[src/rtl/opfetch_pkg.sv]
// Shared types and constants for the operand fetch stage.
package opfetch_pkg;

  localparam int DATA_W_DEF = 32;
  localparam int ADDR_W_DEF = 5;

  localparam logic [4:0] REG_ZERO = 5'd0;

  typedef enum logic [1:0] {
    IDLE    = 2'd0,
    FETCH   = 2'd1,
    CAPTURE = 2'd2,
    VALID   = 2'd3
  } state_t;

endpackage

[src/rtl/opfetch_bypass.sv]
// Per-operand writeback snoop: pending copy, capture mux, stall refresh.
module opfetch_bypass
  import opfetch_pkg::*;
#(
  parameter int DATA_W = DATA_W_DEF,
  parameter int ADDR_W = ADDR_W_DEF
) (
  input  logic              clk_i,
  input  logic              rst_i,
  input  state_t            state_i,
  input  logic [ADDR_W-1:0] addr_i,
  input  logic [DATA_W-1:0] rf_rd_i,
  input  logic              wb_we_i,
  input  logic [ADDR_W-1:0] wb_addr_i,
  input  logic [DATA_W-1:0] wb_data_i,
  input  logic              ex_ready_i,
  output logic [DATA_W-1:0] op_o
);

  logic              is_zero;
  logic              hit;
  logic              pend_q;
  logic [DATA_W-1:0] pend_data_q;
  logic [DATA_W-1:0] op_q;
  logic [DATA_W-1:0] cap_val;

  assign is_zero = (addr_i == ADDR_W'(REG_ZERO));
  assign hit     = wb_we_i && (wb_addr_i == addr_i) && !is_zero;

  always_comb begin
    cap_val = rf_rd_i;
    if (is_zero)     cap_val = '0;
    else if (hit)    cap_val = wb_data_i;
    else if (pend_q) cap_val = pend_data_q;
  end

  always_ff @(posedge clk_i or posedge rst_i) begin
    if (rst_i) begin
      pend_q      <= 1'b0;
      pend_data_q <= '0;
      op_q        <= '0;
    end else begin
      unique case (state_i)
        FETCH: begin
          // RF hands back pre-write data for a write in this cycle
          if (hit) begin
            pend_q      <= 1'b1;
            pend_data_q <= wb_data_i;
          end
        end
        CAPTURE: op_q <= cap_val;
        VALID: begin
          if (ex_ready_i) pend_q <= 1'b0;
          else if (hit)   op_q   <= wb_data_i;
        end
        default: ;
      endcase
    end
  end

  assign op_o = op_q;

endmodule

[src/rtl/operand_fetch.sv]
// Operand fetch stage: RF read latency absorb + writeback bypass.
// Optional stall counter output under `OPFETCH_PERF_EN.
module operand_fetch
  import opfetch_pkg::*;
#(
  parameter int DATA_W = DATA_W_DEF,
  parameter int ADDR_W = ADDR_W_DEF
) (
  input  logic              clk_i,
  input  logic              rst_i,
  input  logic              dec_valid_i,
  output logic              dec_ready_o,
  input  logic [ADDR_W-1:0] dec_rs_i,
  input  logic [ADDR_W-1:0] dec_rt_i,
  input  logic [ADDR_W-1:0] dec_rd_i,
  input  logic              dec_we_i,
  output logic [ADDR_W-1:0] rf_addr1_o,
  output logic [ADDR_W-1:0] rf_addr2_o,
  input  logic [DATA_W-1:0] rf_rd1_i,
  input  logic [DATA_W-1:0] rf_rd2_i,
  input  logic              wb_we_i,
  input  logic [ADDR_W-1:0] wb_addr_i,
  input  logic [DATA_W-1:0] wb_data_i,
  output logic              ex_valid_o,
  input  logic              ex_ready_i,
  output logic [DATA_W-1:0] ex_op1_o,
  output logic [DATA_W-1:0] ex_op2_o,
  output logic [ADDR_W-1:0] ex_rd_o,
`ifdef OPFETCH_PERF_EN
  output logic [31:0]       perf_stall_cnt_o,
`endif
  output logic              ex_we_o
);

  state_t            state_q, state_d;
  logic [ADDR_W-1:0] rs_q, rt_q, rd_q;
  logic              we_q;
  logic              accept;

  assign dec_ready_o = (state_q == IDLE);
  assign accept      = dec_valid_i && dec_ready_o;
  assign ex_valid_o  = (state_q == VALID);

  always_comb begin
    state_d = state_q;
    unique case (state_q)
      IDLE:    if (accept) state_d = FETCH;
      FETCH:   state_d = CAPTURE;
      CAPTURE: state_d = VALID;
      VALID:   if (ex_ready_i) state_d = IDLE;
      default: state_d = IDLE;
    endcase
  end

  always_ff @(posedge clk_i or posedge rst_i) begin
    if (rst_i) begin
      state_q <= IDLE;
      rs_q    <= '0;
      rt_q    <= '0;
      rd_q    <= '0;
      we_q    <= 1'b0;
    end else begin
      state_q <= state_d;
      if (accept) begin
        rs_q <= dec_rs_i;
        rt_q <= dec_rt_i;
        rd_q <= dec_rd_i;
        we_q <= dec_we_i;
      end
    end
  end

  assign rf_addr1_o = rs_q;
  assign rf_addr2_o = rt_q;
  assign ex_rd_o    = rd_q;
  assign ex_we_o    = we_q;

  opfetch_bypass #(.DATA_W(DATA_W), .ADDR_W(ADDR_W)) u_byp1 (
    .clk_i      (clk_i),
    .rst_i      (rst_i),
    .state_i    (state_q),
    .addr_i     (rs_q),
    .rf_rd_i    (rf_rd1_i),
    .wb_we_i    (wb_we_i),
    .wb_addr_i  (wb_addr_i),
    .wb_data_i  (wb_data_i),
    .ex_ready_i (ex_ready_i),
    .op_o       (ex_op1_o)
  );

  opfetch_bypass #(.DATA_W(DATA_W), .ADDR_W(ADDR_W)) u_byp2 (
    .clk_i      (clk_i),
    .rst_i      (rst_i),
    .state_i    (state_q),
    .addr_i     (rt_q),
    .rf_rd_i    (rf_rd2_i),
    .wb_we_i    (wb_we_i),
    .wb_addr_i  (wb_addr_i),
    .wb_data_i  (wb_data_i),
    .ex_ready_i (ex_ready_i),
    .op_o       (ex_op2_o)
  );

`ifdef OPFETCH_PERF_EN
  logic [31:0] perf_q;

  always_ff @(posedge clk_i or posedge rst_i) begin
    if (rst_i) begin
      perf_q <= '0;
    end else if (ex_valid_o && !ex_ready_i && (perf_q != 32'hFFFF_FFFF)) begin
      perf_q <= perf_q + 32'd1;
    end
  end

  assign perf_stall_cnt_o = perf_q;
`endif

endmodule

[config.mk]
export PLATFORM = sky130hd
export DESIGN_NAME = operand_fetch
export DESIGN_NICKNAME = d
export VERILOG_FILES = /design/src/rtl/opfetch_pkg.sv /design/src/rtl/opfetch_bypass.sv /design/src/rtl/operand_fetch.sv
export SDC_FILE = /design/constraint.sdc
export NUM_CORES = 1
export LEC_CHECK = 0
export CAP_MARGIN = 20
export CORE_UTILIZATION = 50
export CTS_CLUSTER_DIAMETER = 150
export DETAILED_ROUTE_END_ITERATION = 8
export PLACE_DENSITY = 0.83
export RECOVER_POWER = 25
export SYNTH_ARGS = -nofsm -noshare
export SYNTH_HDL_FRONTEND = slang
export SYNTH_SLANG_ARGS = --single-unit
[constraint.sdc]
create_clock -name clk_i -period 12.4 [get_ports clk_i]
set_input_delay 2.48 -clock clk_i [delete_from_list [all_inputs] [get_ports clk_i]]
set_output_delay 2.48 -clock clk_i [all_outputs]
set_load 0.005 [all_outputs]
-- Yosys cells after proc, flatten, opt, wreduce, memory -nomap -nowiden
Index checks and enable logic that the tools add are counted.
- equality and inequality tests: 12
- multiplexer cells: 20
- reduce and logical (&&, ||, !) cells: 19
- operator list (kind ; count):
    $mux 32 ; 10
    $pmux 32 s2 ; 2
    $ne 2x1->1 const B ; 6
    $reduce_and 3->1 ; 4
    $eq 5x5->1 ; 2
    $logic_not 5->1 ; 2
    $pmux 2 s4 ; 1
    $reduce_and 2->1 ; 3
    $logic_and 1x1->1 ; 5
    $eq 2x2->1 const B ; 2
    $mux 2 ; 2
    $pmux 1 s2 ; 2
    $reduce_bool 2->1 ; 2
    $mux 1 ; 3
    $eq 2x1->1 const B ; 1
    $logic_not 1->1 ; 2
    $logic_not 2->1 ; 1
    $ne 2x2->1 const B ; 1
- register bits: 148
- input bits: 122
- logic and storage cells: 62

-- Longest topological paths before layout
- word-level depth: 6
- depth in mapped cells: 9

-- Cells and area by module
Synthesis repeated with hierarchy kept, for this count alone.
- cells, all modules: 649
- area, all modules: 7726.2 um^2
- by module, submodules not included (module ; instances ; cells an instance ; area each (um^2) ; seq. area each (um^2)):
    opfetch_bypass ; 2 ; 301 ; 3473.3 ; 1626.6
    operand_fetch ; 1 ; 47 ; 779.5 ; 450.4

-- Least setup slack after synthesis
Ideal clock, no wire load.
- path kind: input to register
- start: input port wb_addr_i[1]
- end: register u_byp1.op_q[18] (netlist: u_byp1.op_o[18])
- setup time: 82 ps
- arrival: 3952 ps
- path slack: 8366 ps
- cell stages on the path: 7
- path buffers: 2
- cell sequence: xnor2_1 > nand4_1 > nor3_1 > clkbuf_1 > clkbuf_1 > o221ai_1 > a31oi_1
- cells in the longest elaborated chain, start to end: 6
- ends and longest elaborated chain (element ; RTL line ; RTL):
    from (decl) ; operand_fetch.sv:22 ; input logic [ADDR_W-1:0] wb_addr_i,
    $eq 5x5->1 (*) ; opfetch_bypass.sv:28 ; assign hit = wb_we_i && (wb_addr_i == addr_i) && !is_zero;
    $logic_and 1x1->1 (*) (2 in series) ; opfetch_bypass.sv:28 ;
    $mux 32 ; opfetch_bypass.sv:33 ; else if (hit) cap_val = wb_data_i;
    $mux 32 ; opfetch_bypass.sv:32 ; if (is_zero) cap_val = '0;
    $pmux 32 s2 ; opfetch_bypass.sv:43 ; unique case (state_i)
    to (signal assigned) ; opfetch_bypass.sv:51 ; CAPTURE: op_q <= cap_val;
    to (signal assigned) ; opfetch_bypass.sv:54 ; else if (hit) op_q <= wb_data_i;
    to (decl) ; opfetch_bypass.sv:24 ; logic [DATA_W-1:0] op_q;
Every way passes the cells marked *; elsewhere a longest branch is shown, timed or not.
A chain may end at the register's enable or synchronous reset.

-- Worst setup path after layout
- start: input port wb_addr_i[1]
- end: register u_byp2.op_q[17] (netlist: u_byp2.op_o[17])
- cells in the longest elaborated chain, start to end: 6
- ends and longest elaborated chain (element ; RTL line):
    $eq 5x5->1 (*) ; opfetch_bypass.sv:28
    $logic_and 1x1->1 (*) (2 in series) ; opfetch_bypass.sv:28
    $mux 32 ; opfetch_bypass.sv:33
    $mux 32 ; opfetch_bypass.sv:32
    $pmux 32 s2 ; opfetch_bypass.sv:43
    to (signal assigned) ; opfetch_bypass.sv:51
    to (signal assigned) ; opfetch_bypass.sv:54
    to (decl) ; opfetch_bypass.sv:24
Marked as above.

==> results.yml <==
power_and_ir_drop:
  switchingPower_mw: 0.878
  ir_worst_vdd_v: 0.000155
  internal_power_mw: 1.68
  pwr-share-seq: 0.336
  combinationalPowerShare: 0.434
  p_clk_frac: 0.230
  p_leak_nw: 4.33
  cellPowerDensity_nw_per_um2: 245
  swShare: 0.343
timing:
  setup-violations-final: 0
  drv_slew: 65
  skew_ns: 0.00600
  hold_violations: 0
  whs_ns: 0.499
  fmax_ghz: 0.192
  slew_headroom: -0.903
  final.setup.tns_ns: 0
  period_share: 0.421
  min_period_ns: 5.22
  rsz0062_at_grt: "no"
  worst_slew_pin_slew_ns: 2.84
global_route:
  grt_max_degree: 86
  grt_pass1_wl_um: 37600
  antenna_found_initial: 0
  grt_overflow: 0
  grt_pass1_vias: 6917
  grt_usage: 0.310
critical_path:
  worstPathArrival_ns: 5.55
  path_cells: "clkdlybuf4s50_1 -> xnor2_1 -> nand4_1 -> nor2_1 -> buf_4 -> nand3_1 -> a41oi_1"
  reg2reg_from: "state_q[0]"
  crit_path_end_kind: "flop"
  path_class: "input pin to flop"
  critPathMaxStageDelay_ns: 1.03
  cpMaxStageDelayCell: "nor2_1"
  worstSetupStartpoint: "wb_addr_i[1]"
  crit_required_ns: 12.73
  start_kind: "input pin"
  crit_buf_inv: 2
  worstPathMaxFanout: 11
  cpLargestDelayFamily: "simple AND/OR/NAND/NOR gates"
yosys:
  syn-num-nets: 801
  ys_top_cells_by_count: "148 x dfrtp_1, 100 x mux2_2, 46 x clkbuf_1"
  ys_ff_latch: 148
  synth_area_um2: 7690
  synth_flop_cell: "dfrtp_1"
  yosysTopAreaCell: "dfrtp_1"
  ys_warn_count: 0
  ys_async_sr_fraction: 1.00
  syn_avg_cell_area_um2: 11.4
  synth.yosys.seq_area_share: 0.482
  synthCells: 675
  synth_cell_types: 43
  synth_area_leaders: "dfrtp_1 48%, mux2_2 15%, mux2_4 5.9%"
  synth-edff-count: 0
  synth_top_area_frac: 0.482
  synth.most_common_cell: "dfrtp_1"
cts:
  cts_resized: 0
  cts_tree: "done"
  cts-buffers-inserted: 17
  cts_setup_buffers: 0
  clock_latency_ns: 0.43
  cts.sinks: 148
  root_buffer: "clkbuf_16"
  cts.path.max_buffers: 2
  cts-htree-levels: 4
  ctsHoldBuffers: 0
  clk_pin_slew_ns: 0.06
status:
  violations: "capacitance limit, slew limit"
  status: "complete, but fails checks"
die:
  die_w_um: 126
  die_area_um2: 15900
  num_io_pins: 204
  core_area_um2: 14800
  initial_core_util: 0.521
  fp.dieH_um: 126
  rows: 44
drt:
  vias: 6712
  wl_um: 24000
  wire_per_inst_um: 23.0
  drc: 0
  firstDrtPassIters: 8
  drtIter0Drc: 734
  vias_per_cell: 6.45
  final_antenna_net_count: 0
placed_design:
  gp_congestion: 0.838
  hpwlAfterDp_um: 15400
  numPortBuffers: 203
hold_path:
  hold_class: "flop to flop"
  min_from: "u_byp1.op_o[22]"
cells_and_area:
  nNetsFinal: 970
  n_antenna_cell: 0
  areaGrowthSynthToFinish_pct: 35.9
  drive_above_1_share: 0.208
flow_run:
  cap_violations: 1
==> layer usage <==
metal | track usage | vias to the layer above | part of all wire
met4 | 0.148 | 0 | 0.038
met3 | 0.0658 | 80 | 0.085
met2 | 0.498 | 451 | 0.48
li1 | - | 2882 | -
met1 | 0.402 | 3299 | 0.40
met5 | 0 | - | 0
==> cells by family (layout without fill, tap and decap cells) <==
group	count (synthesis)	count (layout)	synth area share
AO/OA/AOI/OAI	144	144	0.137
XOR/XNOR	10	10	0.0114
adder cells (fa/ha/maj)	4	4	0.00651
buffers and inverters	65	247	0.0407
flip-flops	148	148	0.482
multiplexers	146	146	0.226
AND/OR/NAND/NOR	158	158	0.0968
==> placed cells by master, fill, tap and decap left out, drive strengths merged, types with 3 or more instances in the layout <==
| cell type | count |
|---|---|
| clkdlybuf4s50 | 200 |
| dfrtp | 148 |
| mux2 | 130 |
| nand2 | 40 |
| nand3 | 38 |
| a31oi | 36 |
| nor2 | 35 |
| nor3 | 25 |
| clkbuf | 24 |
| o221ai | 22 |
| a41oi | 21 |
| o21ai | 19 |
| mux2i | 16 |
| xnor2 | 10 |
| a21boi | 8 |
| o22ai | 8 |
| o2bb2ai | 8 |
| o211ai | 8 |
| nand4 | 7 |
| bufinv | 6 |
| buf | 6 |
| inv | 4 |
| ha | 4 |
| a21oi | 3 |
| dlygate4sd3 | 3 |
| and2 | 3 |
| and4 | 3 |
| or2 | 3 |
==> stage by stage <==
step                      setup WS (ns)   util  total power, mW  std cells  area, um2
final                              7.18  0.708             2.56       1041      10400
after global routing               6.72  0.708             2.68       1041      10400
after CTS                          7.35  0.707             2.55       1040      10400
after detailed placement           6.87  0.661             1.95       1008       9750
after global placement             7.07  0.659             1.90       1007       9720
after floorplan                    5.94      -             1.45        675       7690
==> sequential cells by signal (all words and copies together), names as in the netlist <==
signal	cells
u_byp1.op_o	32
u_byp1.pend_data_q	32
u_byp2.op_o	32
u_byp2.pend_data_q	32
ex_rd_o	5
rf_addr1_o	5
rf_addr2_o	5
state_q	2
ex_we_o	1
u_byp1.pend_q	1
u_byp2.pend_q	1
==> path summary, 6_finish.rpt <==
| kind | endpoint | slack (ns) | cells past startpoint |
|---|---|---|---|
| worst max-delay path | u_byp2.op_o[17] | 7.18 | 7 |
| worst min-delay path | u_byp1.op_o[22] | 0.50 | 1 |
| worst max register to register | u_byp1.op_o[12] | 8.65 | 6 |
| worst min register to register | u_byp1.op_o[22] | 0.50 | 1 |
| max in group asynchronous | u_byp2.op_o[6] | 7.21 | 4 |
| min in group asynchronous | ex_rd_o[4] | 3.31 | 2 |
==> area by class of cell <==
type	count	area, um2
repair buffers	210	2120
multi-input cells	462	3690
clock inverters	9	198
flip-flops and latches	148	3710
inverters	5	20.0
clock buffers	23	478
well taps	184	230
fillers	1025	4310
==> power groups by stage <==
stage / Clock [mW] / Sequential [mW] / Combinational, mW
2_1_floorplan: 0 / 0.780 / 0.671
3_3_place_gp: 0 / 0.848 / 1.05
3_5_place_dp: 0 / 0.859 / 1.09
4_1_cts: 0.592 / 0.855 / 1.10
5_1_grt: 0.613 / 0.880 / 1.19
6_report: 0.589 / 0.860 / 1.11
Note: power is estimated with default switching activity, not from simulation.
